**config.mk**
```make
export PLATFORM = sky130hd
export DESIGN_NAME = bram_lsu_bridge
export DESIGN_NICKNAME = d
export VERILOG_FILES = /design/src/rtl/bram_lsu_bridge.sv
export SDC_FILE = /design/constraint.sdc
export NUM_CORES = 1
export LEC_CHECK = 0
export BUFFER_PORTS_ARGS = -buffer_cell sky130_fd_sc_hd__buf_2
export CAP_MARGIN = 10
export CORE_MARGIN = 10
export CORE_UTILIZATION = 34
export DETAILED_ROUTE_END_ITERATION = 10
export HOLD_SLACK_MARGIN = 0.03
export PLACE_DENSITY = 0.57
export SLEW_MARGIN = 20
export SYNTH_ARGS = -nofsm -noshare
export SYNTH_HDL_FRONTEND = slang
export SYNTH_SLANG_ARGS = --single-unit
```
**constraint.sdc**
```tcl
create_clock -name clkb -period 6.5 [get_ports clkb]
set_clock_uncertainty 0.05 [all_clocks]
set_input_delay 0.65 -clock clkb [delete_from_list [all_inputs] [get_ports clkb]]
set_output_delay 0.65 -clock clkb [all_outputs]
set_load 0.02 [all_outputs]
```
**src/rtl/bram_lsu_bridge.sv**
```systemverilog
// Load/store bridge between the core's valid/ready request channel and data-BRAM port B.
// Turns byte/half/word accesses into word-aligned BRAM cycles and returns one response per request.
module bram_lsu_bridge #(
  parameter int unsigned MEM_BYTES  = 262144,
  parameter int unsigned RD_LATENCY = 1       // 1 or 2 clkb edges after the enb edge
) (
  input  logic        clkb,
  input  logic        rstb,
  input  logic        req_valid,
  output logic        req_ready,
  input  logic        req_we,
  input  logic [1:0]  req_size,
  input  logic        req_unsigned,
  input  logic [31:0] req_addr,
  input  logic [31:0] req_wdata,
  output logic        rsp_valid,
  input  logic        rsp_ready,
  output logic [31:0] rsp_rdata,
  output logic        rsp_err,
  output logic        enb,
  output logic [3:0]  web,
  output logic [31:0] addrb,
  output logic [31:0] dinb,
  input  logic [31:0] doutb,
  input  logic        rstb_busy,
  output logic [1:0]  dbg_state
);

  // Handshake: a request or response transfers on a rising edge where valid and ready
  // are both high; a raised rsp_valid keeps its payload stable until that edge.

  localparam logic [1:0]  ST_IDLE  = 2'd0;
  localparam logic [1:0]  ST_ISSUE = 2'd1;
  localparam logic [1:0]  ST_WAIT  = 2'd2;
  localparam logic [1:0]  ST_RESP  = 2'd3;
  localparam logic [32:0] MEM_LIMIT = 33'(MEM_BYTES);
  localparam logic [1:0]  CNT_INIT  = 2'(RD_LATENCY - 1);

  logic [1:0]  state_q, state_d;
  logic        enb_q, enb_d;
  logic [3:0]  web_q, web_d;
  logic [31:0] addrb_q, addrb_d;
  logic [31:0] dinb_q, dinb_d;
  logic        we_q, we_d;
  logic [1:0]  size_q, size_d;
  logic        uns_q, uns_d;
  logic [1:0]  off_q, off_d;
  logic [1:0]  cnt_q, cnt_d;
  logic        rsp_valid_q, rsp_valid_d;
  logic [31:0] rsp_rdata_q, rsp_rdata_d;
  logic        rsp_err_q, rsp_err_d;

  logic        req_bad;
  logic [3:0]  web_n;
  logic [31:0] dinb_n;
  logic [7:0]  lane_b;
  logic [15:0] lane_h;
  logic [31:0] load_data;

  assign req_ready = (state_q == ST_IDLE) & ~rstb & ~rstb_busy;

  always_comb begin
    req_bad = 1'b0;
    case (req_size)
      2'b01:   req_bad = req_addr[0];
      2'b10:   req_bad = (req_addr[1:0] != 2'b00);
      2'b11:   req_bad = 1'b1;
      default: req_bad = 1'b0;
    endcase
    if ({1'b0, req_addr} >= MEM_LIMIT) begin
      req_bad = 1'b1;
    end
  end

  // Store data is replicated across every lane so the strobes alone pick the target bytes.
  always_comb begin
    web_n  = 4'b1111;
    dinb_n = req_wdata;
    case (req_size)
      2'b00: begin
        web_n  = 4'b0001 << req_addr[1:0];
        dinb_n = {4{req_wdata[7:0]}};
      end
      2'b01: begin
        web_n  = 4'b0011 << req_addr[1:0];
        dinb_n = {2{req_wdata[15:0]}};
      end
      default: begin
        web_n  = 4'b1111;
        dinb_n = req_wdata;
      end
    endcase
    if (!req_we) begin
      web_n = 4'b0000;
    end
  end

  always_comb begin
    lane_b = doutb[7:0];
    case (off_q)
      2'd1:    lane_b = doutb[15:8];
      2'd2:    lane_b = doutb[23:16];
      2'd3:    lane_b = doutb[31:24];
      default: lane_b = doutb[7:0];
    endcase
    // Halfwords are aligned, so only offsets 0 and 2 reach here.
    lane_h = off_q[1] ? doutb[31:16] : doutb[15:0];
    case (size_q)
      2'b00:   load_data = {{24{~uns_q & lane_b[7]}}, lane_b};
      2'b01:   load_data = {{16{~uns_q & lane_h[15]}}, lane_h};
      default: load_data = doutb;
    endcase
  end

  always_comb begin
    state_d     = state_q;
    enb_d       = 1'b0;
    web_d       = 4'b0000;
    addrb_d     = addrb_q;
    dinb_d      = dinb_q;
    we_d        = we_q;
    size_d      = size_q;
    uns_d       = uns_q;
    off_d       = off_q;
    cnt_d       = cnt_q;
    rsp_valid_d = rsp_valid_q;
    rsp_rdata_d = rsp_rdata_q;
    rsp_err_d   = rsp_err_q;
    case (state_q)
      ST_IDLE: begin
        if (req_valid && req_ready) begin
          if (req_bad) begin
            // Errors answer directly; the BRAM never sees them.
            state_d     = ST_RESP;
            rsp_valid_d = 1'b1;
            rsp_rdata_d = 32'h0;
            rsp_err_d   = 1'b1;
          end else begin
            state_d = ST_ISSUE;
            enb_d   = 1'b1;
            web_d   = web_n;
            addrb_d = {req_addr[31:2], 2'b00};
            dinb_d  = dinb_n;
            we_d    = req_we;
            size_d  = req_size;
            uns_d   = req_unsigned;
            off_d   = req_addr[1:0];
          end
        end
      end
      ST_ISSUE: begin
        if (we_q) begin
          state_d     = ST_RESP;
          rsp_valid_d = 1'b1;
          rsp_rdata_d = 32'h0;
          rsp_err_d   = 1'b0;
        end else begin
          state_d = ST_WAIT;
          cnt_d   = CNT_INIT;
        end
      end
      ST_WAIT: begin
        if (cnt_q == 2'd0) begin
          state_d     = ST_RESP;
          rsp_valid_d = 1'b1;
          rsp_rdata_d = load_data;
          rsp_err_d   = 1'b0;
        end else begin
          cnt_d = cnt_q - 2'd1;
        end
      end
      ST_RESP: begin
        if (rsp_ready) begin
          state_d     = ST_IDLE;
          rsp_valid_d = 1'b0;
          rsp_rdata_d = 32'h0;
          rsp_err_d   = 1'b0;
        end
      end
      default: state_d = ST_IDLE;
    endcase
  end

  always_ff @(posedge clkb) begin
    if (rstb) begin
      state_q     <= ST_IDLE;
      enb_q       <= 1'b0;
      web_q       <= 4'b0000;
      addrb_q     <= 32'h0;
      dinb_q      <= 32'h0;
      we_q        <= 1'b0;
      size_q      <= 2'b00;
      uns_q       <= 1'b0;
      off_q       <= 2'b00;
      cnt_q       <= 2'b00;
      rsp_valid_q <= 1'b0;
      rsp_rdata_q <= 32'h0;
      rsp_err_q   <= 1'b0;
    end else begin
      state_q     <= state_d;
      enb_q       <= enb_d;
      web_q       <= web_d;
      addrb_q     <= addrb_d;
      dinb_q      <= dinb_d;
      we_q        <= we_d;
      size_q      <= size_d;
      uns_q       <= uns_d;
      off_q       <= off_d;
      cnt_q       <= cnt_d;
      rsp_valid_q <= rsp_valid_d;
      rsp_rdata_q <= rsp_rdata_d;
      rsp_err_q   <= rsp_err_d;
    end
  end

  assign enb       = enb_q;
  assign web       = web_q;
  assign addrb     = addrb_q;
  assign dinb      = dinb_q;
  assign rsp_valid = rsp_valid_q;
  assign rsp_rdata = rsp_rdata_q;
  assign rsp_err   = rsp_err_q;
  assign dbg_state = state_q;

endmodule

```
# Yosys cells after proc, flatten, opt, wreduce, memory -nomap -nowiden

Cells that the tools add are included.
Widths: inputs -> output; s select.

$lt $le $gt $ge: 1
Multiplexer cells: 32
Bitwise gates (word level): 11
Reduce and logical (&&, ||, !) cells: 13
Equality and inequality tests: 17
Shifts and indexed selects: 2
$add $sub $neg: 1

Operators by type and width:

| operator             | number |
|---|---|
| $mux 32              | 5 |
| $pmux 32 s2          | 2 |
| $pmux 32 s4          | 1 |
| $ge 32x19->1 const B | 1 |
| $pmux 8 s3           | 1 |
| $mux 16              | 1 |
| $eq 2x2->1 const B   | 6 |
| $mux 2               | 6 |
| $ne 2x2->1 const B   | 6 |
| $mux 1               | 10 |
| $reduce_and 3->1     | 3 |
| $eq 2x1->1 const B   | 4 |
| $logic_not 2->1      | 4 |
| $pmux 1 s4           | 2 |
| $pmux 2 s4           | 1 |
| $pmux 4 s2           | 1 |
| $not 1->1            | 7 |
| $reduce_and 5->1     | 1 |
| $reduce_or 5->1      | 1 |
| $and 1x1->1          | 4 |
| $pmux 2 s2           | 1 |
| $reduce_bool 2->1    | 2 |
| $shl 1x2->4 const A  | 1 |
| $shl 2x2->4 const A  | 1 |
| other kinds (5)      | 5 |

Logic and storage cells: 90
Output and inout port bits: 106
Bits in registers: 111
Input bits: 105

# Longest topological paths before layout

Gate-level depths: netlist (run 1).

Depth after elaboration: 6
Mapped depth: 10
Mapped depth without buffers: 8

# Worst setup path before layout (run 1)

No wires, ideal clock.

Path kind: reg-to-reg
Start: register state_q[0], in the netlist dbg_state[0]
End: register dinb_q[10], in the netlist dinb[10]
Data arrival time: 2493 ps
Library setup time: 91 ps
Period minus slack after synthesis: 2634 ps
Required time: 6359 ps
Buffers on the path: 2
Cell stages (with the launch flop): 11
Path slack: 3866 ps
Cell sequence: dfxtp_1 > inv_1 > ha_1 > nor3b_1 > nand2_1 > or4_1 > buf_2 > clkinv_2 > buf_4 > nor2_1 > a311oi_1

Cells in the longest elaborated chain, start to end: 5

Ends and longest elaborated chain:

| item                       | line | RTL |
|---|---|---|
| start: declaration         | 39   | `logic [1:0] state_q, state_d;` |
| start signal: assignment   | 200  | `state_q <= state_d;` |
| $logic_not 2->1            | 60   | `assign req_ready = (state_q == ST_IDLE) & ~rstb & ~rstb_busy;` |
| $and 1x1->1 (2 in a row)   | 60   |  |
| via req_ready              | 10   | `output logic req_ready,` |
| $logic_and 1x1->1          | 131  | `if (req_valid && req_ready) begin` |
| $reduce_and 3->1 (no line) | n/a  |  |
| end signal: assignment     | 204  | `dinb_q <= dinb_d;` |
| end: declaration           | 43   | `logic [31:0] dinb_q, dinb_d;` |

The timed path passes the listed nets, and every way through them passes these cells.
A chain may end at the register's enable or synchronous reset.

# Worst setup path after layout (run 1)

Start: input req_size[0]
End: register we_q

Cells in the longest elaborated chain, start to end: 5
Elaborated cells on any way between the ends: 7
Those cells by class: eq/ne (3); mux (2); bitwise (1); reduce/logical (1)

Ends and longest elaborated chain:

| item                                            | line | RTL |
|---|---|---|
| start: declaration                              | 12   | `input logic [1:0] req_size,` |
| $eq 2x2->1 / $eq 2x1->1 (equally long branches) | 64   | `case (req_size)` |
| $pmux 1 s3 (*)                                  | 64   |  |
| $mux 1 (*)                                      | 70   | `if ({1'b0, req_addr} >= MEM_LIMIT) begin` |
| $not 1->1 (no line) (*)                         | n/a  |  |
| $reduce_and 3->1 (no line) (*)                  | n/a  |  |
| end signal: assignment                          | 205  | `we_q <= we_d;` |
| end: declaration                                | 44   | `logic we_q, we_d;` |

Every way passes the cells marked *; elsewhere a longest branch is shown, timed or not.

==> out/summary.json, run 1 <==
{
  "drt-met1-wl_um": 6750,
  "detailedPlace.worstSlack_ps": 2280,
  "fin_setup_tns_ps": 0,
  "drt-initial-drc-count": 236,
  "core-area_um2": 13900,
  "post-place-cells": 917,
  "rows": 43,
  "synth_edf_count": 0,
  "post-route-util_pct": 44.9,
  "max_stage_delay_ps": 1020,
  "clock_tree.buffer_depth": 2,
  "via_count_of_the_first_global_routing_pass": 4864,
  "dominantRegCellSynth": "sky130_fd_sc_hd__dfxtp_1",
  "fillCellCount": 1404,
  "grt_pass1_wl_um": 25600,
  "die-area_um2": 19500,
  "floorplan.initialDensity_pct": 34.9,
  "kind_of_cell_with_the_highest_combined_delay_on_the_critical_path": "simple AND/OR/NAND/NOR gates",
  "multiInputGateArea_um2": 2380,
  "cts_buffers": 9,
  "met3_routed_length_um": 1490,
  "area_occupied_by_registers_um2": 2220,
  "finalWorstPathRequiredPeriod_ps": 3870,
  "grt_util_all_layers_pct": 15.9,
  "routedWlPerCell_um": 17.6,
  "maxClockFrequency_mhz": 259,
  "area_growth_from_synthesis_to_final_layout_pct": 28.5,
  "slowest_cell_on_the_critical_path": "sky130_fd_sc_hd__clkinv_2",
  "postCtsSetupBuffers": 0,
  "synth.cell_area_um2": 4870,
  "route.detailed.vias_per_inst": 5.11,
  "ir_drop_mv": 0.118,
  "final_nets": 859,
  "kind_of_path_behind_the_tightest_hold_check": "register to register",
  "grt_start_max_net_pins": 72,
  "critical_path.startpoint_type": "input pin",
  "finalSetupViolCount": 0,
  "tritoncts_num_sinks": 111,
  "grt_antenna_before_repair": 2,
  "gp_routability_congestion": 0.885,
  "route.antenna.remaining_nets": 0,
  "r2r_slack_ps": 2810,
  "final_area_um2": 6260,
  "rsz0062_at_grt": "false",
  "finalWorstSetupSlack_ps": 2630,
  "globalRoute.totalOverflow": 0,
  "synth_cell_type_count": 45,
  "floorplan.io_pins": 211,
  "critical_path_s_most_frequent_cell": "sky130_fd_sc_hd__nand2_1",
  "max_slew.worst_pin.slew_ps": 971,
  "finalHoldViolCount": 0,
  "layout.cells.most_common": "sky130_fd_sc_hd__buf_2",
  "cts_max_level": 3,
  "post-route-period-util_pct": 59.5,
  "commonest_non_fill_non_tap_cells_in_the_layout": "sky130_fd_sc_hd__buf_2 (208), sky130_fd_sc_hd__nand2_1 (118), sky130_fd_sc_hd__dfxtp_1 (111)",
  "power.leakage_nw": 2.82,
  "remaining_drc_errors": 0,
  "end_kind": "register",
  "crit_required_ps": 6660,
  "routed_wl_um": 16400,
  "top_layer": "met4",
  "synth_area_per_cell_um2": 8.51,
  "clk-insertion-delay-late_ps": 350,
  "critical_path_class": "input pin to register",
  "cts-hold-fix-buffers": 0,
  "die-height_um": 140,
  "route.met2.wl_um": 8000,
  "postSynthRegisterBits": 111,
  "floorplan.die.width_um": 140,
  "tritoncts": "built",
  "placed_cell_area_um2": 5920,
  "crit_path_max_fanout": 71,
  "powerDensity_nw_per_um2": 266,
  "synth.yosys.seq_area_share_pct": 45.6,
  "layout.cells.non_filler": 935,
  "timing.final.max_slew_violations": 0,
  "post_cts.resized_instances": 0,
  "crit_buf_inv": 2,
  "max_cap_viols": 0,
  "port_buffers": 208,
  "post_route_cells_drive_above_1_share_pct": 31.9,
  "drt_pass1_iterations": 4,
  "cp_data_arrival_time_ps": 4020,
  "max_slew_margin_pct": 35.2,
  "synthCells": 572,
  "path_cells": "buf_2 > nand2_1 > o21ai_0 > or4_2 > clkinv_2 > nand2_1 > a21oi_1",
  "worst_setup_hold_path_clk_slew_ps": 70,
  "status": "finished, final reports clean",
  "yosys_warnings": 0,
  "dp_hpwl_um": 12300,
  "via_count": 4782,
  "root_buffer": "sky130_fd_sc_hd__clkbuf_16",
  "async_flop_share_pct": 0
}
[metal layers]
metal,track usage [%],up-vias
li1,-,2351
met5,0,-
met1,18.1,2256
met4,4.67,0
met2,26.9,163
met3,6.26,12
[state kept, by name, indices dropped and copies added, names as in the netlist, 2 cells and up]
name       count
off_q          2
rsp_rdata     32
dinb          32
cnt_q          2
web            4
dbg_state      2
size_q         2
addrb         30
[power by group]
part | internal, mW | switching [mW] | total (mW)
Sequential | 0.714 | 0.0226 | 0.737
Clock | 0.359 | 0.259 | 0.617
Combinational | 0.118 | 0.189 | 0.307
[synth_stat cells (9+ instances only)]
library cell               instances  area [um2]
sky130_fd_sc_hd__nor3_1           12        60.1
sky130_fd_sc_hd__dfxtp_1         111        2220
sky130_fd_sc_hd__nor2_1           30         113
sky130_fd_sc_hd__a211oi_1          9        67.6
sky130_fd_sc_hd__nand2b_1         24         150
sky130_fd_sc_hd__and3_1           14        87.6
sky130_fd_sc_hd__o21ai_0          11        55.1
sky130_fd_sc_hd__a21oi_1          51         255
sky130_fd_sc_hd__nor2b_1          12        75.1
sky130_fd_sc_hd__o211ai_1          9        67.6
sky130_fd_sc_hd__clkbuf_1         26        97.6
sky130_fd_sc_hd__mux2i_1          18         180
sky130_fd_sc_hd__nand2_1         118         443
sky130_fd_sc_hd__a22o_1           24         210
[cell type report]
cell class / instances / area share, %
antenna: 2 / 0.0800
timing repair buffer: 210 / 16.9
tap: 180 / 3.60
multi-input combinational: 407 / 38.1
clock inverter: 5 / 1.28
clock buffer: 11 / 4.04
inverter: 9 / 0.560
sequential: 111 / 35.5
[worst register-to-register path: stages (launching register included)]
cell,delay (ps)
sky130_fd_sc_hd__dfxtp_1,440
sky130_fd_sc_hd__inv_1,120
sky130_fd_sc_hd__ha_1,280
sky130_fd_sc_hd__nor3b_1,170
sky130_fd_sc_hd__nand2_1,90
sky130_fd_sc_hd__or4_2,740
sky130_fd_sc_hd__clkinv_2,1040
sky130_fd_sc_hd__nand2_1,510
sky130_fd_sc_hd__a21oi_1,110
[path summary, 6_finish.rpt]
| kind | start | endpoint | cells after the start |
|---|---|---|---|
| min reg2reg | size_q[1] | size_q[1] | 2 |
| max | req_size[0] | we_q | 7 |
| min | size_q[1] | size_q[1] | 2 |
| max reg2reg | dbg_state[0] | we_q | 8 |
[logic make-up after synthesis]
family                     Yosys count  synth area share [%]
DFF                                111                  45.6
adders and majority gates            6                  1.54
buffers and inverters               55                  5.58
other                                1                0.0770
and+or+nand+nor                    231                  22.0
AOI/OAI and AO/OA                  147                  20.8
muxes                               21                  4.39
[per-stage QoR]
step	hold WS (ps)	total power, mW
3_3_place_gp	391	1.06
2_1_floorplan	400	0.962
3_5_place_dp	398	1.06
4_1_cts	408	1.68
5_1_grt	426	1.73
6_report	408	1.66
Power figures use the tool's default switching activity.
==> inputs of run 2 (changes only) <==
Settings changed: ABC_AREA set to 1.
Clock period 6.5 ns to 3.9 ns, I/O delays scaled along.
==> run 2 against run 1 <==
Compared with the run above: highest routed layer unchanged; combinational power increased to 2.9 times the previous value; largest cell class unchanged; routed wire length increased by 8.7%; non-clock buffer count increased by 1.
==> out/summary.json, run 2 <==
{
  "status": "finished, final reports clean",
  "grtUsageMet1": {"value": 20.1, "unit": "%", "change": "+2.0 points"},
  "globalRoute.totalOverflow": {"value": 0, "change": "unchanged"},
  "maxClockFrequency_mhz": 389,
  "cp_data_arrival_time": {"value": 2740, "unit": "ps", "change": "-1280 ps"},
  "synth_area_per_cell": {"value": 6.67, "unit": "um2", "change": "-22%"},
  "core-area": {"value": 15200, "unit": "um2", "change": "+9.1%"},
  "gp_routability_congestion": {"value": 0.857, "change": "-3.3%"},
  "tritoncts_num_sinks": {"value": 111, "change": "unchanged"},
  "reg2reg_depth": {"value": 13, "change": "+5"},
  "max_slew_margin": {"value": 42.6, "unit": "%", "change": "+7.4 points"},
  "crit_path_max_fanout": {"value": 33, "change": "-54%"},
  "drt-initial-drc-count": {"value": 225, "change": "-4.7%"},
  "finalWorstSetupSlack": {"value": 1330, "unit": "ps", "change": "-1310 ps"},
  "yosys-top-cells-area": "sky130_fd_sc_hd__dfxtp_1 (42%), sky130_fd_sc_hd__nor2_1 (14%), sky130_fd_sc_hd__nand2_1 (10%)",
  "post-route-period-util_pct": 66.0,
  "finalHoldViolCount": {"value": 0, "change": "unchanged"},
  "remaining_drc_errors": {"value": 0, "change": "unchanged"},
  "critical_path.startpoint_type": "register",
  "final_nets": {"value": 1080, "change": "+26%"},
  "async_flop_share": {"value": 0, "unit": "%", "change": "unchanged"},
  "fin_setup_tns": {"value": 0, "unit": "ps", "change": "unchanged"},
  "via_count_of_the_first_global_routing_pass": {"value": 5211, "change": "+7.1%"},
  "area_growth_from_synthesis_to_final_layout_pct": 25.2,
  "hold_slack": {"value": 209, "unit": "ps", "change": "-199 ps"},
  "routedWlPerCell": {"value": 15.3, "unit": "um", "change": "-13%"},
  "critical_path_class": "register to register",
  "die-area": {"value": 20900, "unit": "um2", "change": "+7.3%"},
  "synth_cell_type_count": {"value": 30, "change": "-33%"},
  "max_cap_viols": {"value": 0, "change": "unchanged"},
  "post_route_cells_drive_above_1_share": {"value": 26.3, "unit": "%", "change": "-5.6 points"},
  "layout.cells.non_filler": {"value": 1164, "change": "+24%"},
  "post-route-util": {"value": 43.5, "unit": "%", "change": "-1.4 points"},
  "port_buffers": {"value": 208, "change": "unchanged"},
  "ir_drop": {"value": 0.217, "unit": "mV", "change": "+84%"},
  "detailedPlace.worstSlack": {"value": 1260, "unit": "ps", "change": "-1030 ps"},
  "cts_buffers": {"value": 9, "change": "unchanged"},
  "hold-path-cell-count": {"value": 3, "change": "+1"},
  "globalRouteMet3Util": {"value": 7.79, "unit": "%", "change": "+1.5 points"},
  "crit_required": {"value": 4070, "unit": "ps", "change": "-2590 ps"},
  "route.detailed.vias_per_inst": {"value": 4.61, "change": "-9.9%"},
  "globalRoute.busiestLayer": "met2",
  "finalWorstPathRequiredPeriod_ps": 2570,
  "floorplan.die.width": {"value": 145, "unit": "um", "change": "+3.6%"},
  "max_slew.worst_pin.slew": {"value": 860, "unit": "ps", "change": "-111 ps"},
  "worst_setup_hold_path_clk_slew": {"value": 70, "unit": "ps", "change": "about the same"},
  "routed_wl": {"value": 17800, "unit": "um", "change": "+8.7%"},
  "synth_most_common_cell": "sky130_fd_sc_hd__nor2_1",
  "yosys_warnings": {"value": 0, "change": "unchanged"},
  "end_kind": "register",
  "synth_common_cells": "sky130_fd_sc_hd__nor2_1 (198), sky130_fd_sc_hd__nand2_1 (141), sky130_fd_sc_hd__dfxtp_1 (111)",
  "rsz0062_at_grt": "false",
  "kind_of_path_behind_the_tightest_hold_check": "input pin to register",
  "rows": {"value": 45, "change": "+4.7%"},
  "cts-hold-fix-buffers": {"value": 0, "change": "unchanged"},
  "route.antenna.remaining_nets": {"value": 0, "change": "unchanged"},
  "postCtsSetupBuffers": {"value": 0, "change": "unchanged"},
  "powerDensity": {"value": 455, "unit": "nW/um2", "change": "+72%"},
  "clock_tree.buffer_depth": {"value": 2, "change": "unchanged"},
  "timing.final.max_slew_violations": {"value": 0, "change": "unchanged"},
  "netlist.top_cell.by_area": "sky130_fd_sc_hd__dfxtp_1",
  "grt_start_max_net_pins": {"value": 80, "change": "+11%"},
  "via_count": {"value": 5365, "change": "+12%"},
  "floorplan.initialDensity": {"value": 34.8, "unit": "%", "change": "-0.18 points"},
  "synth.cell_area": {"value": 5280, "unit": "um2", "change": "+8.5%"},
  "dominantRegCellSynth": "sky130_fd_sc_hd__dfxtp_1",
  "post-place-cells": {"value": 1146, "change": "+25%"},
  "postSynthRegisterBits": {"value": 111, "change": "unchanged"},
  "synthDominantCellAreaShare": {"value": 42.1, "unit": "%", "change": "-3.6 points"},
  "synth_edf_count": {"value": 0, "change": "unchanged"},
  "grt_pass1_wl": {"value": 27700, "unit": "um", "change": "+8.1%"},
  "grt_antenna_before_repair": {"value": 3, "change": "+1"},
  "floorplan.io_pins": {"value": 211, "change": "unchanged"},
  "dp_hpwl": {"value": 13600, "unit": "um", "change": "+10%"},
  "synthCells": {"value": 792, "change": "+38%"},
  "die-height": {"value": 145, "unit": "um", "change": "+3.6%"},
  "layout.cells.most_common": "sky130_fd_sc_hd__buf_2",
  "finalSetupViolCount": {"value": 0, "change": "unchanged"},
  "post_cts.resized_instances": {"value": 0, "change": "unchanged"},
  "clk-insertion-delay-late": {"value": 350, "unit": "ps", "change": "about the same"},
  "grt.met2_usage": {"value": 26.1, "unit": "%", "change": "-0.83 points"},
  "commonest_non_fill_non_tap_cells_in_the_layout": "sky130_fd_sc_hd__buf_2 (208), sky130_fd_sc_hd__nor2_1 (197), sky130_fd_sc_hd__nand2_1 (141)",
  "tritoncts": "built",
  "cts_max_level": {"value": 3, "change": "unchanged"},
  "drt_pass1_iterations": {"value": 5, "change": "+1"},
  "power.leakage": {"value": 3.56, "unit": "nW", "change": "+26%"},
  "synth.yosys.seq_area_share": {"value": 42.1, "unit": "%", "change": "-3.6 points"},
  "root_buffer": "sky130_fd_sc_hd__clkbuf_16",
  "grt_util_all_layers": {"value": 16.8, "unit": "%", "change": "+0.91 points"},
  "fillCellCount": {"value": 1660, "change": "+18%"}
}
==> run 2: layout make-up <==
type / instances / area, um2 / area share (%)
multi-input cells: 554 / 2520 / 38.1
flip-flops and latches: 111 / 2220 / 33.6
repair buffers: 211 / 1060 / 16.1
inverters: 82 / 308 / 4.65
clock buffers: 12 / 236 / 3.57
well taps: 188 / 235 / 3.56
clock inverters: 3 / 21.3 / 0.322
diodes: 3 / 7.51 / 0.113
==> run 2: final timing paths <==
check | slack, ps | startpoint | endpoint
setup / recovery | 1330 | dbg_state[1] | rsp_rdata[11]
hold / removal | 210 | req_addr[5] | addrb[5]
setup reg to reg | 1330 | dbg_state[1] | rsp_rdata[11]
hold reg to reg | 400 | addrb[26] | addrb[26]
==> run 2: stage by stage <==
step	instance area [um2]	total power, mW
final	6620	3.01
after global routing	6610	3.21
after CTS	6610	3.06
after detailed placement	6350	2.21
after global placement	6350	2.20
after floorplan	5290	1.92
==> run 2: logic make-up after synthesis <==
kind of cell	count (synthesis)	synth area share, %
other	1	0.0710
AOI/OAI and AO/OA	138	14.2
buffers and inverters	128	10.4
DFF	111	42.1
and+or+nand+nor	408	31.8
adders and majority gates	6	1.42
==> run 2: worst max-delay path, stage by stage, from the launching register on <==
cell and delay [ps]:
sky130_fd_sc_hd__dfxtp_1 360, sky130_fd_sc_hd__inv_1 130, sky130_fd_sc_hd__ha_1 230, sky130_fd_sc_hd__inv_1 80, sky130_fd_sc_hd__nor2_1 110, sky130_fd_sc_hd__nand3_1 190
sky130_fd_sc_hd__nand2_1 130, sky130_fd_sc_hd__nand2_2 100, sky130_fd_sc_hd__nor2_4 100, sky130_fd_sc_hd__nand2_1 220, sky130_fd_sc_hd__inv_2 500, sky130_fd_sc_hd__nor2_1 80
sky130_fd_sc_hd__nor2_1 120, sky130_fd_sc_hd__nor2_1 40
==> run 2: metal layers <==
layer  part of all wire, %  vias to the layer above
met2                    44                      182
met4                   1.5                        0
li1                      -                     2827
met5                     0                        -
met3                    11                       14
met1                    43                     2342
==> run 2: power breakdown <==
group | switching [mW] | internal, mW
Clock | 0.418 | 0.432
Combinational | 0.608 | 0.275
Sequential | 0.0514 | 1.23
